### src/rtl/hdmi_infoframe_pkg.sv
// Shared constants, FSM state type and header helpers for the HDMI InfoFrame builder.
package hdmi_infoframe_pkg;

  localparam logic [6:0] IF_TYPE_AVI   = 7'd2;
  localparam logic [6:0] IF_TYPE_SPD   = 7'd3;
  localparam logic [6:0] IF_TYPE_AUDIO = 7'd4;

  // Both payload buffers are sized for the largest legal payload.
  localparam int unsigned PB_MAX = 27;

  typedef enum logic [1:0] {
    ST_IDLE,
    ST_SUM,
    ST_WAIT_SWAP
  } if_state_e;

  function automatic logic [23:0] infoframe_header(input logic [6:0] if_type,
                                                   input logic [7:0] version,
                                                   input logic [4:0] length);
    return {3'b000, length, version, 1'b1, if_type};
  endfunction

  function automatic logic [7:0] header_sum(input logic [6:0] if_type,
                                            input logic [7:0] version,
                                            input logic [4:0] length);
    return {1'b1, if_type} + version + {3'b000, length};
  endfunction

endpackage

### src/rtl/infoframe_checksum_engine.sv
// Serial 8-bit checksum accumulator: walks payload indices 1..LENGTH, one byte per clock.
module infoframe_checksum_engine
  import hdmi_infoframe_pkg::*;
#(
  parameter logic [4:0] LENGTH = 5'd25,
  parameter logic [7:0] HSUM   = 8'h00
) (
  input  logic       clk_pixel,
  input  logic       reset_n,
  input  logic       start_i,
  input  logic [7:0] byte_i,
  output logic [4:0] idx_o,
  output logic       last_o,
  output logic [7:0] acc_o
);

  logic       busy_q;
  logic [4:0] idx_q;
  logic [4:0] idx_d;
  logic [7:0] acc_q;
  logic [7:0] acc_d;
  logic       busy_d;

  // NOTE: every signal driven in always_comb gets a default first, so no path leaves it unassigned and no latch is inferred.
  always_comb begin
    busy_d = busy_q;
    idx_d  = idx_q;
    acc_d  = acc_q;
    if (start_i) begin
      busy_d = 1'b1;
      idx_d  = 5'd1;
      acc_d  = HSUM;
    end else if (busy_q) begin
      acc_d = acc_q + byte_i;
      if (idx_q == LENGTH) busy_d = 1'b0;
      else                 idx_d  = idx_q + 5'd1;
    end
  end

  // NOTE: sequential state uses non-blocking assignments so every flop samples pre-edge values.
  always_ff @(posedge clk_pixel or negedge reset_n) begin
    if (!reset_n) begin
      busy_q <= 1'b0;
      idx_q  <= 5'd1;
      acc_q  <= HSUM;
    end else begin
      busy_q <= busy_d;
      idx_q  <= idx_d;
      acc_q  <= acc_d;
    end
  end

  assign idx_o  = idx_q;
  assign last_o = busy_q && (idx_q == LENGTH);
  assign acc_o  = acc_q;

endmodule

### src/rtl/infoframe_builder.sv
// Runtime-updatable InfoFrame generator: shadow payload, serial checksum, atomic swap to active.
module infoframe_builder
  import hdmi_infoframe_pkg::*;
#(
  parameter logic [6:0] TYPE    = 7'd3,
  parameter logic [7:0] VERSION = 8'd1,
  parameter logic [4:0] LENGTH  = 5'd25
) (
  input  logic              clk_pixel,
  input  logic              reset_n,
  input  logic              wr_en,
  input  logic [4:0]        wr_addr,
  input  logic [7:0]        wr_data,
  input  logic              commit,
  output logic              commit_ready,
  input  logic              swap_enable,
  output logic              wr_dropped,
  output logic              updated,
  output logic [23:0]       header,
  output logic [3:0][55:0]  sub
);

  if ((LENGTH < 5'd1) || (LENGTH > 5'd27)) begin : g_bad_length
    $error("infoframe_builder: LENGTH must be in 1..27");
  end

  localparam logic [7:0] HSUM      = header_sum(TYPE, VERSION, LENGTH);
  localparam logic [7:0] RESET_PB0 = 8'd0 - HSUM;

  if_state_e  state_q;
  logic       commit_ready_q;
  logic       updated_q;
  logic       wr_dropped_q;
  logic [7:0] pb0_q;
  logic [7:0] shadow_q [1:PB_MAX];
  logic [7:0] active_q [1:PB_MAX];

  logic       wr_addr_ok;
  logic       sum_start;
  logic       sum_last;
  logic [4:0] sum_idx;
  logic [7:0] sum_byte;
  logic [7:0] sum_acc;

  assign wr_addr_ok = (wr_addr != 5'd0) && (wr_addr <= LENGTH);
  assign sum_start  = (state_q == ST_IDLE) && commit;

  always_comb begin
    sum_byte = 8'h00;
    for (int n = 1; n <= PB_MAX; n++) begin
      if (sum_idx == 5'(n)) sum_byte = shadow_q[n];
    end
  end

  infoframe_checksum_engine #(
    .LENGTH (LENGTH),
    .HSUM   (HSUM)
  ) u_checksum (
    .clk_pixel (clk_pixel),
    .reset_n   (reset_n),
    .start_i   (sum_start),
    .byte_i    (sum_byte),
    .idx_o     (sum_idx),
    .last_o    (sum_last),
    .acc_o     (sum_acc)
  );

  always_ff @(posedge clk_pixel or negedge reset_n) begin
    if (!reset_n) begin
      state_q        <= ST_IDLE;
      commit_ready_q <= 1'b1;
      updated_q      <= 1'b0;
      wr_dropped_q   <= 1'b0;
      pb0_q          <= RESET_PB0;
      // NOTE: both payload buffers are reset because a reset must publish an all-zero payload with a valid checksum.
      for (int n = 1; n <= PB_MAX; n++) begin
        shadow_q[n] <= 8'h00;
        active_q[n] <= 8'h00;
      end
    end else begin
      updated_q    <= 1'b0;
      wr_dropped_q <= wr_en && (state_q != ST_IDLE);
      unique case (state_q)
        ST_IDLE: begin
          // A write in the commit cycle lands before the first SUM read.
          if (wr_en && wr_addr_ok) shadow_q[wr_addr] <= wr_data;
          if (commit) begin
            state_q        <= ST_SUM;
            commit_ready_q <= 1'b0;
          end
        end
        ST_SUM: begin
          if (sum_last) state_q <= ST_WAIT_SWAP;
        end
        ST_WAIT_SWAP: begin
          if (swap_enable) begin
            active_q       <= shadow_q;
            pb0_q          <= 8'd0 - sum_acc;
            updated_q      <= 1'b1;
            commit_ready_q <= 1'b1;
            state_q        <= ST_IDLE;
          end
        end
        default: state_q <= ST_IDLE;
      endcase
    end
  end

  logic [7:0] pb_w [0:PB_MAX];

  for (genvar n = 0; n <= PB_MAX; n++) begin : g_pb
    if (n == 0) begin : g_csum
      assign pb_w[n] = pb0_q;
    end else if (n <= int'(LENGTH)) begin : g_used
      assign pb_w[n] = active_q[n];
    end else begin : g_pad
      assign pb_w[n] = 8'h00;
    end
  end

  for (genvar i = 0; i < 4; i++) begin : g_sub
    for (genvar j = 0; j < 7; j++) begin : g_byte
      assign sub[i][8*j +: 8] = pb_w[7*i + j];
    end
  end

  assign header       = infoframe_header(TYPE, VERSION, LENGTH);
  assign commit_ready = commit_ready_q;
  assign updated      = updated_q;
  assign wr_dropped   = wr_dropped_q;

endmodule

### config.mk
export PLATFORM = sky130hd
export DESIGN_NAME = infoframe_builder
export DESIGN_NICKNAME = d
export VERILOG_FILES = /design/src/rtl/hdmi_infoframe_pkg.sv /design/src/rtl/infoframe_checksum_engine.sv /design/src/rtl/infoframe_builder.sv
export SDC_FILE = /design/constraint.sdc
export NUM_CORES = 1
export LEC_CHECK = 0
export CAP_MARGIN = 20
export CORE_MARGIN = 2
export CORE_UTILIZATION = 29
export CTS_CLUSTER_SIZE = 12
export DETAILED_ROUTE_END_ITERATION = 8
export DONT_BUFFER_PORTS = 1
export GPL_ROUTABILITY_DRIVEN = 1
export REMOVE_ABC_BUFFERS = 1
export SETUP_SLACK_MARGIN = 0.15
export SLEW_MARGIN = 0
export SYNTH_ARGS = -nofsm -noshare
export SYNTH_HDL_FRONTEND = slang
export SYNTH_SLANG_ARGS = --single-unit
### constraint.sdc
create_clock -name clk_pixel -period 7.15 [get_ports clk_pixel]
set_input_delay 0.715 -clock clk_pixel [delete_from_list [all_inputs] [get_ports clk_pixel]]
set_output_delay 0.715 -clock clk_pixel [all_outputs]
set_load 0.05 [all_outputs]
[After elaboration in Yosys (flattened, before gate mapping)]
Index checks and enable logic that the tools add are counted.
W data, S select, Z words.
Cells by class
  add/sub/neg operators: 3
  magnitude comparators: 3
  equality and inequality tests: 33
  muxes and demuxes: 47
  bitwise gates (word level): 1
  reductions and logical operators: 16
Operators by type and width (number)
  $mux W8: 30
  $bwmux W216: 1
  $eq A5 B5 Y1 const B: 12
  $demux W8 S5: 1
  $eq A5 B4 Y1 const B: 8
  $eq A5 B3 Y1 const B: 4
  $mux W5: 3
  $eq A5 B2 Y1 const B: 2
  $add A8 B8 Y8: 1
  $ne A2 B2 Y1 const B: 4
  $sub A1 B8 Y8 const A: 1
  $mux W1: 7
  $ge A6 B6 Y1 const B: 1
  $logic_and A1 B1 Y1: 6
  $lt A6 B1 Y1 const B: 1
  $mux W2: 3
  $not A5 Y6: 1
  $pmux W2 S3: 1
  $reduce_and A2 Y1: 3
  $reduce_and A3 Y1: 2
  $reduce_bool A2 Y1: 3
  $add A5 B1 Y5 const B: 1
  $eq A5 B1 Y1 const B: 1
  $le A5 B5 Y1 const B: 1
  5 further kinds: 5
Word-level totals
  flip-flop bits (word level): 443
  input bits: 18
  output and inout port bits: 251
  word-level logic and storage cells: 163

[Logic depth before layout (Yosys ltp)]
Gate-level depths: netlist (run 1).
  depth in word-level cells: 31
  depth in mapped cells: 22
  gate-level depth less buffers: 19

[By module]
A second synthesis (run 1) with hierarchy kept.
Second synthesis, totals
  cell total of the unflattened synthesis: 1951
  area total of the unflattened synthesis: 20051.7 sq um
By module, submodules not included
  infoframe_builder: times used 1, cells an instance 1851, area each 19093.3 sq um, seq. area each 10741.6 sq um
  infoframe_checksum_engine: times used 1, cells an instance 100, area each 958.4 sq um, seq. area each 357.8 sq um

[Least setup slack after synthesis (run 1)]
No wires, ideal clock.
  path kind: register to register
  start: register u_checksum.idx_q[0] (netlist: u_checksum.idx_o[0])
  end: register u_checksum.acc_q[7] (netlist: u_checksum.acc_o[7])
  setup time: 83 ps
  arrival time: 4133 ps
  required time: 7067 ps
  setup slack: 2935 ps
  cell stages (with the launch flop): 20
  buffers on the path: 2
  period minus slack after synthesis: 4215 ps
  cells stage by stage: dfstp_2 -> ha_1 -> clkbuf_1 -> buf_1 -> and3_1 -> ha_1 -> inv_1 -> or3_1 -> o211ai_1 -> a21oi_1 -> o311ai_1 -> nand4_1 -> a31o_1 -> ha_1 -> a211oi_1 -> o21ai_0 -> a211o_1 -> a21o_1 -> o2111ai_1 -> nor2_1
On the way
  cells in the longest elaborated chain, start to end: 31
  elaborated cells on any way between the ends: 57
  classes of those cells: 1 x add/sub; 27 x eq/ne; 29 x mux
RTL lines
  from (decl): RTL line infoframe_checksum_engine.sv:18  | logic [4:0] idx_q;
  from (signal assigned): RTL line infoframe_checksum_engine.sv:48  | idx_q <= idx_d;
  $eq A5 B1 Y1: RTL line infoframe_builder.sv:51  | if (sum_idx == 5'(n)) sum_byte = shadow_q[n];
  $mux W8 (26 in a row): RTL line infoframe_builder.sv:51
  $mux W8 (*): RTL line infoframe_builder.sv:51
  $add A8 B8 Y8 (*): RTL line infoframe_checksum_engine.sv:34  | acc_d = acc_q + byte_i;
  $mux W8 (*): RTL line infoframe_checksum_engine.sv:33  | end else if (busy_q) begin
  $mux W8 (*): RTL line infoframe_checksum_engine.sv:29  | if (start_i) begin
  to (signal assigned): RTL line infoframe_checksum_engine.sv:45  | acc_q <= HSUM;
  to (signal assigned): RTL line infoframe_checksum_engine.sv:49  | acc_q <= acc_d;
  to (decl): RTL line infoframe_checksum_engine.sv:20  | logic [7:0] acc_q;
Mark *: on every way between the ends. The rest lies on a longest branch, timed or not. The select of a mux whose other input is x is not followed.
A chain may end at the register's enable or synchronous reset.

[Worst setup path in the final report (run 1)]
  start: register u_checksum.idx_q[0] (netlist: u_checksum.idx_o[0])
  end: register u_checksum.acc_q[6] (netlist: u_checksum.acc_o[6])
The elaborated chain is that of the path after synthesis.

==> results_dict.tcl, run 1 <==
set metrics [dict create \
    detailed_place_hpwl_um 47800 \
    clock_tree.root_cell "clkbuf_16" \
    max_cap_violations 0 \
    netlist_area_sq_um 20200 \
    wl_per_cell_um 23.3 \
    dp.cells 2817 \
    start_util_pct 29.3 \
    cts_setup_buffers 0 \
    synth_seq_area_share_pct 55.0 \
    rsz0062_at_grt "false" \
    cpLargestDelayFamily "compound AO/OA/AOI/OAI gates" \
    start_kind "flip-flop" \
    crit_path_max_incr_delay_ps 720 \
    dr_total_vias 14900 \
    yosys.area_share.adder_pct 0.906 \
    cts_tree "yes" \
    cts_resized 0 \
    clkTransAtPathRegs_ps 60 \
    stdcell_count 2905 \
    fillerInstances 7057 \
    cp_slowest_cell "ha_1" \
    cts_buffer_depth 3 \
    worst_pin_slew_ps 1850 \
    yosysUniqueCellTypes 84 \
    syn_area_per_cell_sq_um 10.1 \
    die_area_sq_um 71700 \
    violations "negative hold slack, max-slew violations" \
    cts.sinks 443 \
    synth-edff-count 0 \
    grt_overflow 0 \
    placed_area_sq_um 20700 \
    setup_viol 0 \
    die_w_um 268 \
    synth_ff_type "dfrtp_1" \
    synth-seq-cells 443 \
    grt_pass1_vias 14900 \
    antenna_cells 0 \
    multi_input_area_sq_um 8280 \
    ys_warn_count 0 \
    peakVddDrop_uv 179 \
    async_reset_ff_share_pct 100 \
    synth_top_family_by_area "simple AND/OR/NAND/NOR gates" \
    portBuffers 0 \
    syn_inst 2004 \
    leakagePower_uw 0.0113 \
    final_nets 1971 \
    clk_latency_ps 610 \
    antenna_found_initial 1 \
    first_pass_iters 5 \
    via_per_inst 5.11 \
    drt-initial-drc-count 1479 \
    io_pins 269 \
    path_cells "ha_1 -> buf_4 -> nor2b_1 -> a32oi_1 -> o22a_1 -> o211ai_1 -> a21oi_1 -> o31ai_1 -> a31o_1 -> ha_1 -> inv_1 -> fa_1 -> nor2b_1 -> o21ai_0 -> a21boi_0 -> o21a_1 -> nor3_1 -> nand3b_1 -> a21oi_1" \
    synthXorXnorAreaFrac_pct 0.478 \
    hp-class "input port to async pin" \
    core_sq_um 68700 \
    worstSetupPathType "flip-flop to flip-flop" \
    final_core_util_pct 32.6 \
    slew_headroom_pct -23.2 \
    p_total_uw 8210 \
    grt_max_degree 444 \
    setup_tns_ps 0 \
    synthSimpleGateAreaFrac_pct 19.1 \
    grt_pass1_wl_um 101000 \
    synth_compound_area_share_pct 8.76 \
    status "finished with violations" \
    die_y_um 268 \
    power_density_nw_per_um2 366 \
    arrival_ps 5850 \
    ant_nets 0 \
    path_buf_inv 2 \
    skew_ps 35.9 \
    min_period_ps 5340 \
    numCtsBuffers 50 \
    whs_ps -131 \
    wirelength_um 67600 \
    grt_usage_pct 18.7 \
    slew_viol_final 175 \
    synthMuxAreaShare_pct 11.1 \
    place_congestion 0.914 \
    fmax_ghz 0.187 \
    htreeDepth 2 \
    crit_required_ps 7670 \
    critPathMaxFanout 21 \
    critPathCaptureType "flip-flop" \
    rows 96 \
    drc_errors 0 \
    drive_gt1_share_pct 16.3 \
    fin_crit_sh_pct 74.7 \
    register_area_sq_um 11100 \
    syn_to_final_growth_pct 11.2 \
    final-hold-violation-count 78 \
    finalInstanceArea_sq_um 22400 \
]
## metal layers
layer	up-vias	global-route usage (%)	wire [um]
li1	6606	-	-
met1	7572	24.9	29100
met2	563	30.1	31600
met3	114	4.56	5070
met4	0	5.62	1810
met5	-	0	0
## report_power, final
part	internal [uW]	switching (uW)
clock network	1550	1080
registers	2820	565
logic	862	1330
total	5240	2970
## registers in the layout (all words and copies together), names as in the netlist
| name | count |
|---|---|
| sub | 200 |
| shadow_q | 216 |
| u_checksum.acc_o | 8 |
| u_checksum.idx_o | 5 |
| state_q | 2 |
| u_checksum.busy_q | 1 |
| wr_dropped | 1 |
| commit_ready | 1 |
| pb0_q | 8 |
| updated | 1 |
## worst register-to-register path, stage by stage (launching register included)
cell      delay (ps)
dfstp_2          560
ha_1             720
buf_4            340
nor2b_1          400
a32oi_1          200
o22a_1           280
o211ai_1         230
a21oi_1          130
o31ai_1          480
a31o_1           230
ha_1             160
inv_1             50
fa_1             380
nor2b_1          170
o21ai_0          140
a21boi_0         290
o21a_1           170
nor3_1            40
nand3b_1         150
a21oi_1          150
## metrics by stage
stage               worst slack (ps)  hold WS (ps)
finish                          1810          -131
CTS                             1920          -191
floorplan                       2070           349
global placement                2050           362
detailed placement              1930           360
global route                    1480          -158
## cell usage after synthesis (6+ instances only)
cell | n | area (sq um)
nor3_1 | 15 | 75.1
a221o_1 | 6 | 60.1
nand2_1 | 670 | 2510
buf_4 | 44 | 330
o21ai_0 | 57 | 285
and3_1 | 6 | 37.5
clkbuf_1 | 107 | 402
o221ai_1 | 8 | 70.1
ha_1 | 13 | 163
nand4bb_1 | 6 | 67.6
o22ai_1 | 16 | 100
dfstp_2 | 11 | 289
nor2b_1 | 17 | 106
a31oi_1 | 10 | 62.6
o211ai_1 | 15 | 113
xor2_1 | 7 | 61.3
nor2_1 | 57 | 214
mux2_2 | 197 | 2220
nand3_1 | 29 | 145
o21ai_1 | 12 | 60.1
a211oi_1 | 9 | 67.6
inv_1 | 18 | 67.6
a32oi_1 | 11 | 96.3
nand2b_1 | 12 | 75.1
a21o_1 | 13 | 97.6
buf_2 | 13 | 65.1
a21oi_1 | 53 | 265
dfrtp_1 | 432 | 10800
nand4b_1 | 8 | 70.1
a22oi_1 | 6 | 45.0
a221oi_1 | 13 | 114
## kinds of logic (layout without fill, tap and decap cells)
kind of cell,after synthesis,count (layout)
AND/OR/NAND/NOR,878,878
buffers and inverters,192,124
AO/OA/AOI/OAI,266,266
multiplexers,198,198
other,2,40
XOR/XNOR,11,11
flip-flops,443,443
adder cells (fa/ha/maj),14,14
## final timing paths
check | start | end | slack [ps] | cells past startpoint
worst min-delay path | reset_n | state_q[1] | -130 | 0
worst min register to register | shadow_q[6] | shadow_q[6] | 370 | 0
worst max-delay path | u_checksum.idx_o[0] | u_checksum.acc_o[6] | 1810 | 19
min in group clk_pixel | wr_data[7] | shadow_q[119] | 230 | 2
max in group asynchronous | reset_n | sub[206] | 5860 | 0
worst max register to register | u_checksum.idx_o[0] | u_checksum.acc_o[6] | 1810 | 19
## layout make-up
| type | count | area share [%] |
|---|---|---|
| flip-flops and latches | 443 | 49.5 |
| inverters | 20 | 0.357 |
| well taps | 931 | 5.20 |
| clock buffers | 69 | 6.26 |
| clock inverters | 18 | 1.16 |
| multi-input cells | 1407 | 36.9 |
| repair buffers | 17 | 0.569 |
## placed cells by master (no fill, tap or decap), drive strengths merged, types with 7 or more instances in the layout
master	netlist	layout
a211oi	9	9
o221ai	8	8
nor3b	7	7
buf	65	16
a21o	13	13
dfstp	11	11
nand3	29	29
nand2	670	670
o211ai	15	15
a31oi	10	10
o22ai	17	17
mux2	197	197
nand2b	12	12
clkinv	0	10
xor2	7	7
inv	20	22
nand4bb	9	9
nor2b	17	17
ha	13	13
conb	2	40
nor3	18	18
a32oi	11	11
dfrtp	432	432
a221oi	13	13
nor2	58	58
clkbuf	107	70
o21ai	69	69
a21oi	53	53
nand4b	9	9
(Power assumes the default switching activity.)
==> inputs of run 2 (changes only) <==
Settings changed: ABC_AREA set to 1.
Clock period 7.15 ns to 4.75 ns, I/O delays scaled along.
==> results_dict.tcl, run 2 <==
set metrics [dict create \
    status "finished with violations" \
    violations "negative hold slack, max-slew violations" \
    hp-class "input port to async pin" \
    timing.final.ws_setup_ps 175 \
    synth_ff_type "dfrtp_1" \
    drc_errors 0 \
    p_total_uw 13900 \
    synth_seq_area_share_pct 56.7 \
    max_cap_violations 0 \
    grt_overflow 0 \
    antenna_found_initial 1 \
    die_area_sq_um 69600 \
    grt_usage_pct 16.6 \
    cts_buffer_depth 3 \
    synth_top_cell_by_area "dfrtp_1" \
    synth.top_cell.area_share_pct 55.2 \
    cts.sinks 443 \
    dr_total_vias 14900 \
    grt_pass1_wl_um 89600 \
    synth-edff-count 0 \
    cp_slowest_cell "dfstp_2" \
    start_util_pct 29.2 \
    final-hold-violation-count 295 \
    io_pins 269 \
    worstSetupPathType "flip-flop to flip-flop" \
    synth_most_common_cell "nand2_1" \
    whs_ps -384 \
    final_core_util_pct 33.8 \
    wl_per_cell_um 17.6 \
    syn_to_final_growth_pct 15.7 \
    slew_viol_final 190 \
    worst_pin_slew_ps 1990 \
    clk_latency_ps 590 \
    yosysUniqueCellTypes 36 \
    synthTopCellsByCount "934 x nand2_1, 432 x dfrtp_1, 399 x o21ai_0" \
    first_pass_iters 5 \
    slew_headroom_pct -32.7 \
    synth-seq-cells 443 \
    ys_warn_count 0 \
    netlist_area_sq_um 19600 \
    ant_nets 0 \
    wirelength_um 58500 \
    core_sq_um 67000 \
    min_period_ps 4580 \
    setup_viol 0 \
    async_reset_ff_share_pct 100 \
    detailed_place_hpwl_um 39900 \
    largest_reg_flops 216 \
    critPathCaptureType "flip-flop" \
    place_congestion 0.834 \
    rows 95 \
    arrival_ps 5090 \
    via_per_inst 4.51 \
    critPathMaxFanout 5 \
    synth_area_leaders "dfrtp_1 55%, nand2_1 18%, o21ai_0 10%, inv_1 4.9%, clkbuf_1 2.2%" \
    portBuffers 0 \
    cts_tree "yes" \
    final_nets 2436 \
    clkTransAtPathRegs_ps 60 \
    fmax_ghz 0.219 \
    post-place-ws_ps -112 \
    syn_area_per_cell_sq_um 8.14 \
    layout_common_cells "918 x nand2_1, 431 x dfrtp_1, 394 x o21ai_0, 249 x inv_1, 62 x buf_4" \
    crit_required_ps 5260 \
    grt_max_degree 444 \
    htreeDepth 2 \
    grt_pass1_vias 14600 \
    power_density_nw_per_um2 614 \
    die_w_um 264 \
    clock_tree.root_cell "clkbuf_16" \
    peakVddDrop_uv 300 \
    die_y_um 264 \
    leakagePower_uw 0.0112 \
    start_kind "flip-flop" \
    skew_ps 16.5 \
    antenna_cells 0 \
    crit_path_max_incr_delay_ps 560 \
    drt-initial-drc-count 1052 \
    numCtsBuffers 50 \
    cts_hold_buffers 2 \
    rsz0062_at_grt "true" \
    regMostFlops "shadow_q" \
    drive_gt1_share_pct 9.87 \
    final_common_cell "nand2_1" \
    fin_crit_sh_pct 96.3 \
    syn_inst 2405 \
    critPathMostFrequentCell "nand2_1" \
]
==> run 2: what timing repair did <==
item,CTS,global route
resized for setup,55,32
setup buffers,8,5
endpoints found under the setup margin,3,5
hold endpoints to repair,445,433
pin swaps,20,22
==> run 2: final timing paths <==
check                      cells after the start  slack (ps)             endpoint           startpoint
max                                           50         170  u_checksum.acc_o[7]  u_checksum.idx_o[0]
min                                            0        -380              sub[34]              reset_n
min reg2reg                                    0         370         shadow_q[10]         shadow_q[10]
max reg2reg                                   50         170  u_checksum.acc_o[7]  u_checksum.idx_o[0]
min in group clk_pixel                         2         250           state_q[0]               commit
max in group asynchronous                      0        3440  u_checksum.idx_o[3]              reset_n
==> run 2: through the flow <==
step / setup TNS [ps] / cell area [sq um] / cells / hold WS (ps)
2_1_floorplan: -1840250 / 18900 / 2281 / 179
3_3_place_gp: -67.2 / 20500 / 3208 / 210
3_5_place_dp: -212 / 20500 / 3209 / 210
4_1_cts: 0 / 22500 / 3308 / -424
5_1_grt: -595 / 22600 / 3314 / -424
6_report: 0 / 22600 / 3314 / -384
==> run 2: power breakdown <==
group	switching, uW	total, uW	internal, uW
registers	1710	6130	4420
logic	2260	3740	1480
clock network	1590	4030	2450
total	5550	13900	8350
==> run 2: area by class of cell <==
type                    count  area (sq um)
clock buffers              74          1500
clock inverters            15           206
fillers                  7017         44400
inverters                 263          1000
multi-input cells        1575          7140
flip-flops and latches    443         11100
well taps                 873          1090
repair buffers             71           593
==> run 2: logic make-up after synthesis <==
group                    count (synthesis)  synth area share [%]
other                                    2                0.0384
AO/OA/AOI/OAI                          437                  11.3
AND/OR/NAND/NOR                       1076                  21.6
adder cells (fa/ha/maj)                 14                 0.933
buffers and inverters                  425                  9.07
flip-flops                             443                  56.7
XOR/XNOR                                 8                 0.358
==> run 2: per-layer routing <==
layer / track usage [%] / wire (um)
met5: 0 / 13
met4: 4.35 / 1220
met3: 5.28 / 4540
met2: 26.0 / 26400
met1: 22.3 / 26300
==> run 2: critical path: cells and delay by family, from the launching register on <==
family                   cells  cell delay, ps
adder cells (fa/ha/maj)      2             400
XOR/XNOR                     1             170
flip-flops                   1             560
AND/OR/NAND/NOR             36            2470
buffers and inverters        7             460
AO/OA/AOI/OAI                4             440
==> inputs of run 3 (changes only) <==
Settings changed: CORE_UTILIZATION 29 to 57, PLACE_DENSITY set to 0.75.
==> results_dict.tcl, run 3 (same netlist as run 2, synthesis figures left out) <==
set metrics [dict create \
    status "finished with violations" \
    violations "negative hold slack" \
    stdcell_count 2841 \
    setup_viol 0 \
    grt_usage_pct 28.3 \
    skew_ps 16.8 \
    dr_total_vias 15500 \
    syn_to_final_growth_pct 10.3 \
    antenna_cells 0 \
    rr_endpoint "u_checksum.acc_o[6]" \
    die_y_um 189 \
    die_w_um 189 \
    rsz0062_at_grt "true" \
    grt_pass1_vias 14900 \
    cp_slowest_cell "dfstp_2" \
    final_core_util_pct 64.0 \
    start_kind "flip-flop" \
    htreeDepth 2 \
    fin_crit_sh_pct 98.6 \
    grt_overflow 0 \
    fillerInstances 2816 \
    hp-class "input port to async pin" \
    r2r_start "u_checksum.idx_o[0]" \
    first_pass_iters 5 \
    dp.cells 2754 \
    place_congestion 0.886 \
    slew_viol_final 0 \
    cts_hold_buffers 1 \
    drc_errors 0 \
    power.share.clock_pct 26.9 \
    clock_tree.root_cell "clkbuf_16" \
    cpLargestDelayFamily "simple AND/OR/NAND/NOR gates" \
    top_layer_used "met4" \
    final_nets 2400 \
    leakagePower_uw 0.0109 \
    rr_worst_depth 35 \
    layout_common_cells "919 x nand2_1, 430 x dfrtp_1, 397 x o21ai_0, 250 x inv_1, 61 x nand3_1" \
    slew_headroom_pct 18.9 \
    wirelength_um 51000 \
    detailed_place_hpwl_um 33900 \
    arrival_ps 5090 \
    rows 67 \
    fmax_ghz 0.213 \
    critPathCaptureType "flip-flop" \
    ant_nets 0 \
    crit_path_max_incr_delay_ps 580 \
    dr_wl_met3_um 3920 \
    grt_pass1_wl_um 80400 \
    whs_ps -376 \
    regMostFlops "shadow_q" \
    path_buf_inv 6 \
    core_sq_um 33700 \
    wl_per_cell_um 18.0 \
    cell_internal_pwr_uw 7850 \
    io_pins 269 \
    drive_gt1_share_pct 7.81 \
    die_area_sq_um 35800 \
    met1Wirelength_um 21300 \
    clk_latency_ps 560 \
    cts.sinks 443 \
    final-hold-violation-count 435 \
    cts_buffer_depth 3 \
    largest_reg_flops 216 \
    worst_pin_slew_ps 1220 \
    portBuffers 0 \
    power.switching_uw 5350 \
    max_cap_violations 0 \
    numCtsBuffers 46 \
    critPathMaxFanout 7 \
    seqPwrFrac_pct 46.2 \
    reg2reg_setup_slack_ps 70 \
    worstSetupPathType "flip-flop to flip-flop" \
    met2WireLength_um 24200 \
    clkTransAtPathRegs_ps 60 \
    p_total_uw 13200 \
    via_per_inst 5.46 \
    min_period_ps 4680 \
    peakVddDrop_uv 357 \
    grt_max_degree 444 \
    start_util_pct 58.1 \
    drt-initial-drc-count 1322 \
    comb_power_share_pct 26.9 \
    final_common_cell "nand2_1" \
    cts_tree "yes" \
    power_density_nw_per_um2 612 \
    critPathMostFrequentCell "nand2_1" \
    crit_required_ps 5160 \
    antenna_found_initial 0 \
    switching_share_pct 40.5 \
]
run 3: cell types whose count changed in the layout (fill, tap and decap cells not counted), moves of 3 or more:
cell / delta
nand3_1: +7
nand3_2: -7
o21ai_1: -4
o21ai_0: +3
buf_4: -30
clkbuf_8: -8
run 3: final cells by class:
cell class	instances	area, sq um	area share (%)
Timing Repair Buffer	39	375	1.74
Tap cell	448	561	2.60
Inverter	263	1010	4.67
Clock buffer	64	1340	6.22
Multi-Input combinational cell	1575	7070	32.8
Clock inverter	9	120	0.557
Sequential cell	443	11100	51.4
run 3: power by group through the flow:
| stage | Clock (uW) | Sequential [uW] | Combinational, uW |
|---|---|---|---|
| 2_1_floorplan | 0 | 5970 | 2230 |
| 3_3_place_gp | 0 | 6120 | 2910 |
| 3_5_place_dp | 0 | 6140 | 3040 |
| 4_1_cts | 3590 | 6090 | 3220 |
| 5_1_grt | 3730 | 6170 | 4050 |
| 6_report | 3550 | 6100 | 3550 |
run 3: per-stage QoR:
stage               worst slack, ps  cell area, sq um  hold slack (ps)   TNS, ps
CTS                             108             21300             -388         0
global placement               96.1             19700              190         0
finish                         66.1             21600             -376         0
detailed placement             -115             19700              195      -115
floorplan                     -8890             18900              179  -1840250
global route                   -342             21600             -388      -693
run 3: routing by layer:
metal / global-route usage (%) / up-vias
li1: - / 7348
met1: 39.0 / 7457
met2: 45.0 / 593
met3: 5.47 / 110
met4: 10.8 / 0
met5: 0 / -
run 3: timing repair:
item / 4_1_cts / 5_1_grt
hold endpoints to repair: 444 / 443
endpoints found under the setup margin: 2 / 5
pin swaps: 8 / 31
buffers inserted: 5 / 7
resized for setup: 19 / 52
run 3: worst reg2reg max path: cells and delay by family (launching register included):
kind	cells	cell delay [ps]
compound gates	4	530
buf+inv	6	700
flops	1	580
simple gates	22	1930
fa+ha+maj	3	790
run 3: worst max path at each step:
stage | startpoint | end | slack [ps] | cells after the start
2_1_floorplan | swap_enable | pb0_q[0] | -8890 | 4
5_1_grt | u_checksum.idx_o[0] | u_checksum.acc_o[7] | -340 | 46
6_report | u_checksum.idx_o[0] | u_checksum.acc_o[6] | 70 | 35
4_1_cts | u_checksum.idx_o[0] | u_checksum.acc_o[7] | 110 | 49
3_5_place_dp | u_checksum.idx_o[0] | u_checksum.acc_o[7] | -110 | 49
3_3_place_gp | u_checksum.idx_o[0] | u_checksum.acc_o[7] | 100 | 49
